[config.mk]
export PLATFORM = sky130hd
export DESIGN_NAME = apb_requester
export DESIGN_NICKNAME = d
export VERILOG_FILES = /design/src/rtl/apb_requester.sv
export SDC_FILE = /design/constraint.sdc
export NUM_CORES = 1
export LEC_CHECK = 0
export BUFFER_PORTS_ARGS = -buffer_cell sky130_fd_sc_hd__buf_2
export CORE_AREA = 2 2 122 124
export CTS_BUF_LIST = sky130_fd_sc_hd__clkbuf_4
export CTS_CLUSTER_SIZE = 12
export DETAILED_ROUTE_END_ITERATION = 7
export DIE_AREA = 0 0 124 126
export PLACE_DENSITY = 0.54
export SLEW_MARGIN = 10
export SYNTH_ARGS = -nofsm -noshare
export SYNTH_HDL_FRONTEND = slang
export SYNTH_SLANG_ARGS = --single-unit
[constraint.sdc]
create_clock -name pclk -period 1.92 [get_ports pclk]
set_clock_uncertainty 0.1 [all_clocks]
set_input_delay 0.096 -clock pclk [delete_from_list [all_inputs] [get_ports pclk]]
set_output_delay 0.096 -clock pclk [all_outputs]
set_load 0.03 [all_outputs]
[src/rtl/apb_requester.sv]
`default_nettype none
// +----------------------------------------------------------------------------+
// | Module      : apb_requester                                                |
// | Description : APB bus master. Accepts single commands on a valid/ready     |
// |               port, runs them as SETUP -> ACCESS transfers, and returns a  |
// |               one-cycle response (read data, slave error, timeout,         |
// |               misalignment). Back-to-back transfers skip the IDLE phase.   |
// | Ports       : pclk/presetn      clock, synchronous active-low reset        |
// |               cmd_*             command request (valid/ready)              |
// |               rsp_*             one-cycle response pulse and status        |
// |               psel..pprot       APB request outputs                        |
// |               prdata/pready/pslverr  APB completion inputs                 |
// | Revision    : 1.0  initial release                                         |
// +----------------------------------------------------------------------------+
module apb_requester #(
  parameter int ADDR_WIDTH = 32,
  parameter int DATA_WIDTH = 32,
  parameter int TIMEOUT    = 16
) (
  input  logic                    pclk,
  input  logic                    presetn,
  input  logic                    cmd_valid,
  output logic                    cmd_ready,
  input  logic                    cmd_write,
  input  logic [ADDR_WIDTH-1:0]   cmd_addr,
  input  logic [DATA_WIDTH-1:0]   cmd_wdata,
  input  logic [DATA_WIDTH/8-1:0] cmd_strb,
  input  logic [2:0]              cmd_prot,
  output logic                    rsp_valid,
  output logic [DATA_WIDTH-1:0]   rsp_rdata,
  output logic                    rsp_err,
  output logic                    rsp_timeout,
  output logic                    psel,
  output logic                    penable,
  output logic                    pwrite,
  output logic [ADDR_WIDTH-1:0]   paddr,
  output logic [DATA_WIDTH-1:0]   pwdata,
  output logic [DATA_WIDTH/8-1:0] pstrb,
  output logic [2:0]              pprot,
  input  logic [DATA_WIDTH-1:0]   prdata,
  input  logic                    pready,
  input  logic                    pslverr
);

  localparam int STRB_WIDTH = DATA_WIDTH / 8;
  localparam int ALIGNBITS  = $clog2(STRB_WIDTH);
  localparam int CNT_W      = (TIMEOUT > 1) ? $clog2(TIMEOUT) : 1;

  localparam logic [1:0] S_IDLE   = 2'd0;
  localparam logic [1:0] S_SETUP  = 2'd1;
  localparam logic [1:0] S_ACCESS = 2'd2;

  localparam logic [CNT_W-1:0] C_CNT_LAST = CNT_W'(TIMEOUT - 1);

  logic [1:0]       r_state;
  logic [CNT_W-1:0] r_waitCnt;
  // A misaligned command accepted on the completion cycle of a transfer would
  // collide with that transfer's response, so its error response is deferred
  // by one cycle through this flag.
  logic             r_misPend;

  logic w_accept;
  logic w_misaligned;
  logic w_startXfer;

  generate
    if (ALIGNBITS > 0) begin : g_align
      assign w_misaligned = |cmd_addr[ALIGNBITS-1:0];
    end else begin : g_noAlign
      assign w_misaligned = 1'b0;
    end
  endgenerate

  assign cmd_ready   = (r_state == S_IDLE) || ((r_state == S_ACCESS) && pready);
  assign w_accept    = cmd_valid && cmd_ready;
  assign w_startXfer = w_accept && !w_misaligned;

  // Bus phase is a pure decode of the state, so reset drops psel/penable at
  // the same edge that returns the FSM to IDLE.
  assign psel    = (r_state == S_SETUP) || (r_state == S_ACCESS);
  assign penable = (r_state == S_ACCESS);

  always_ff @(posedge pclk) begin
    if (!presetn) begin
      r_state     <= S_IDLE;
      r_waitCnt   <= '0;
      r_misPend   <= 1'b0;
      pwrite      <= 1'b0;
      paddr       <= '0;
      pwdata      <= '0;
      pstrb       <= '0;
      pprot       <= '0;
      rsp_valid   <= 1'b0;
      rsp_rdata   <= '0;
      rsp_err     <= 1'b0;
      rsp_timeout <= 1'b0;
    end else begin
      rsp_valid   <= 1'b0;
      rsp_rdata   <= '0;
      rsp_err     <= 1'b0;
      rsp_timeout <= 1'b0;

      // APB request fields only change when a new transfer enters SETUP.
      if (w_startXfer) begin
        pwrite    <= cmd_write;
        paddr     <= cmd_addr;
        pwdata    <= cmd_write ? cmd_wdata : '0;
        pstrb     <= cmd_write ? cmd_strb : '0;
        pprot     <= cmd_prot;
        r_waitCnt <= '0;
      end

      case (r_state)
        S_IDLE: begin
          if (r_misPend) begin
            rsp_valid <= 1'b1;
            rsp_err   <= 1'b1;
            r_misPend <= 1'b0;
          end
          if (w_accept) begin
            if (w_misaligned) begin
              // Response slot already taken by the deferred one: defer again.
              if (r_misPend) begin
                r_misPend <= 1'b1;
              end else begin
                rsp_valid <= 1'b1;
                rsp_err   <= 1'b1;
              end
            end else begin
              r_state <= S_SETUP;
            end
          end
        end

        S_SETUP: begin
          r_state <= S_ACCESS;
        end

        S_ACCESS: begin
          if (pready) begin
            rsp_valid <= 1'b1;
            rsp_err   <= pslverr;
            rsp_rdata <= (!pwrite && !pslverr) ? prdata : '0;
            if (w_accept && !w_misaligned) begin
              r_state <= S_SETUP;
            end else begin
              r_state <= S_IDLE;
              if (w_accept) begin
                r_misPend <= 1'b1;
              end
            end
          end else if (r_waitCnt == C_CNT_LAST) begin
            rsp_valid   <= 1'b1;
            rsp_err     <= 1'b1;
            rsp_timeout <= 1'b1;
            r_state     <= S_IDLE;
          end else begin
            r_waitCnt <= r_waitCnt + CNT_W'(1);
          end
        end

        default: begin
          r_state <= S_IDLE;
        end
      endcase
    end
  end

endmodule
`default_nettype wire

==> summary.txt <==
Outcome
  • Outcome: complete, no violations

Detailed routing
  • Highest metal used: met4
  • Vias after detailed routing: 4760
  • Initial drt markers: 239
  • Met2 routed WL: 7480 um
  • Residual DRC count: 0
  • Routed wl met3: slightly below 900 um
  • First-pass iteration count of the detailed router: 4
  • Vias per cell: between 4 and 5
  • Wire length per cell: 15.0 um
  • Met1 Wirelength: a little under 6000 um
  • ANT nets after route: 0
  • Final WL: 14700 um

Global route
  • Overflow after GRT: 0
  • Vias in the first global route: 4703
  • Antenna violations before repair: 1
  • First-pass GRT wire length: roughly 23000 um
  • Largest net degree at the start of global routing: 44
  • Tot GR Track Use: 0.186

Synthesis
  • Async set or reset register ratio after synthesis: 0
  • Post-synthesis register bit count: 114
  • Syn Nets: 579
  • Post-synthesis sequential area ratio: 0.538
  • Avg Inst Size Synth: ~9.1 um^2
  • Area leader, netlist: dfxtp_1
  • Synth area leaders: dfxtp_1 (54%), a21oi_1 (8.6%), o21ai_1 (5.9%), nand4_1 (5.3%), and2_1 (4.7%)
  • Synth top area share: 0.538
  • Synth Flop Type: dfxtp_1
  • Syn Inst Count: roughly 470
  • Synth unique cells: 35
  • Synth Cell Area: 4240 um^2
  • Post-synth EDFFs: 0
  • Synth warn: 0

Pwr
  • Sw frac: 0.244
  • Leakage: roughly 0.0031 uW
  • Internal power: 3760 uW
  • Clock power frac: 0.388
  • Switching power total: 1210 uW
  • Pwr dens: about 710 nW/um^2
  • Worst vdd ir: 0.000293 V
  • Comb pwr share: 0.124
  • Sequential power share: 0.487
  • Tot Pwr: between 4000 and 5000 uW

Timing
  • Tcrit/Tclk final: 0.943
  • Max-slew violations: 0
  • RSZ-0062 raised after global routing: no
  • Final Setup Violations: 0
  • Final Hold Vio Count: 0
  • Worst slew pin tran: 0.660 ns
  • Setup TNS: 0 ns
  • Max-slew headroom at the worst pin: 0.560
  • Post-layout min period: 1.81 ns
  • F_max: 552 MHz

Floorplanning
  • Core area: 14300 um^2
  • Vert. Die Dim: 126 um
  • Num rows: 44
  • Chip width: 124 um
  • Die area: 15600 um^2
  • Initial core utilization: 0.296
  • IO Count: 219

Critical path
  • Critical R2R Capture: rsp_err
  • Bufs and invs on worst path: 1
  • Critical Path AT: 2.15 ns
  • CP max stage cell: dlygate4sd3_1
  • Worst r2r path cells: 5
  • Startpoint Class: flip-flop
  • Crit path capture type: flip-flop
  • Crit Path Max Fanout: 6
  • Setup slack, reg-to-reg: 0.11 ns
  • CP Class: flip-flop to flip-flop
  • Req. time, crit path: 2.26 ns
  • Largest stage delay, worst path: ~0.57 ns
  • Reg-to-Reg Start: r_waitCnt[0]
  • CP delay by family, top: buffers and inverters
  • Critical path cell sequence: ha_2 -> and3_1 -> mux2i_1 -> dlygate4sd3_1 -> o22ai_1

Clocking
  • Maximum clock insertion buffer count: 2
  • CTS tree: done
  • Total CTS buffers: 17
  • H-tree levels: 4
  • Worst-path clk slew: 0.10 ns
  • TritonCTS Sinks: 114
  • Worst-skew pair later-pin latency: 0.51 ns
  • Root buf cell: clkbuf_4

Place
  • Port bufs: 218
  • Dpl cells: slightly above 800
  • Gpl congestion: slightly above 0.7
  • DP Wirelength: 8960 um

Layout
  • Post-layout nets: 897
  • Area occupied by multi-input gates: 1750 um^2
  • Synth-to-Final Area Change: 65.7%
  • Non-Filler Instances: ~980
  • Fillers: 1346
  • Reg area: 2290 um^2
  • Layout cell share with drive strength beyond 1: 0.353
  • Final Util: 0.491

Hold path
  • Hold_sp: prdata[28]
  • Hold Path Class: input pin to flip-flop
  • Hold Path Depth: 3
  • Worst hold endpoint: rsp_rdata[28]

Run
  • Max-cap viol count: 0
==> placed cells by master, fill, tap and decap left out, drive strengths merged <==
master	count
nand2b	2
buf	237
nand2	12
xor2	1
o22ai	4
inv	5
a211oi	1
o221ai	2
or3b	1
dfxtp	114
nand4	36
o21a	1
clkinv	8
a311oi	1
or4	1
mux2i	4
bufinv	4
and2b	1
o21ai	74
and3	3
nor3	2
nor3b	2
clkbuf	19
diode	1
and2	32
nor4	1
a21o	1
a22oi	1
a21oi	74
nand3	35
o2111a	1
dlygate4sd3	110
bufbuf	1
ha	5
==> routing by layer <==
metal,GRT usage,vias to the layer above
met2,0.320,178
met4,0.0800,0
met3,0.0562,37
met1,0.212,2236
met5,0,-
li1,-,2309
==> cell usage after synthesis, types with 3 or more instances <==
cell        n
ha_1        5
dfxtp_1   114
clkbuf_1   22
o21ai_1    50
and2_1     32
a21oi_1    73
and3_1      3
inv_1       3
mux2i_1     4
nand2_1    12
buf_2      17
o21ai_0    24
clkbuf_2    5
nand4_1    36
buf_4       3
o22ai_1     4
nand3_1    35
==> worst register-to-register path: stages, from the launching register on <==
cell           delay [ns]
dfxtp_2              0.39
ha_2                 0.23
and3_1               0.23
mux2i_1              0.09
dlygate4sd3_1        0.57
o22ai_1              0.12
==> power by group through the flow <==
stage,sequential (uW),clock (uW),combinational (uW)
3_3_place_gp,2480,0,423
5_1_grt,2430,2100,666
6_report,2420,1930,619
4_1_cts,2420,2000,609
2_1_floorplan,2560,0,153
3_5_place_dp,2480,0,426
==> cells by family after synthesis <==
| group | count (synthesis) | synth area share |
|---|---|---|
| XOR/XNOR | 1 | 0.00207 |
| AO/OA/AOI/OAI | 160 | 0.201 |
| adder cells (fa/ha/maj) | 5 | 0.0148 |
| buffers and inverters | 53 | 0.0596 |
| AND/OR/NAND/NOR | 128 | 0.175 |
| multiplexers | 4 | 0.00945 |
| flip-flops | 114 | 0.538 |
==> metrics by stage <==
step	setup slack [ns]	hold WS (ns)	cell area, um^2
after CTS	0.00973	0.154	6970
after floorplan	0.0282	0.118	4240
after global routing	0.00798	0.171	7030
after detailed placement	0.106	0.199	5480
after global placement	0.173	0.195	5480
final	0.109	0.205	7030
==> timing repair <==
item | 4_1_cts | 5_1_grt
gates resized for setup | 7 | 8
endpoints found under the hold margin | 113 | 0
endpoints found under the setup margin | 1 | 38
buffers inserted | 3 | 4
pin swaps | 1 | 2
cloned | 1 | 0
hold buffers | 110 | 0
==> cell type report <==
class	count	share of cell area
Sequential cell	114	0.326
Tap cell	184	0.0328
Inverter	4	0.00214
Timing Repair Buffer	348	0.346
Antenna cell	1	0.000356
Multi-Input combinational cell	298	0.250
Clock inverter	13	0.0235
Clock buffer	19	0.0203
==> state kept, by name (all words and copies together) (netlist names) <==
register and flops:
rsp_timeout 1, rsp_valid 1, rsp_rdata 32, r_misPend 1
r_state 2, pstrb 4, rsp_err 1, pwdata 32
pprot 3, paddr 32, r_waitCnt 4, pwrite 1
==> worst max-delay path by stage <==
stage               slack (ns)  cells past startpoint          to         start
floorplan                 0.03                      9   paddr[27]    r_state[0]
global placement          0.17                      7  pwdata[16]    r_state[0]
detailed placement        0.11                      7  pwdata[30]    r_state[1]
CTS                       0.01                      6   cmd_ready    r_state[0]
global route             0.008                      5     rsp_err  r_waitCnt[0]
finish                    0.11                      5     rsp_err  r_waitCnt[0]
Note: power is estimated with default switching activity, not from simulation.
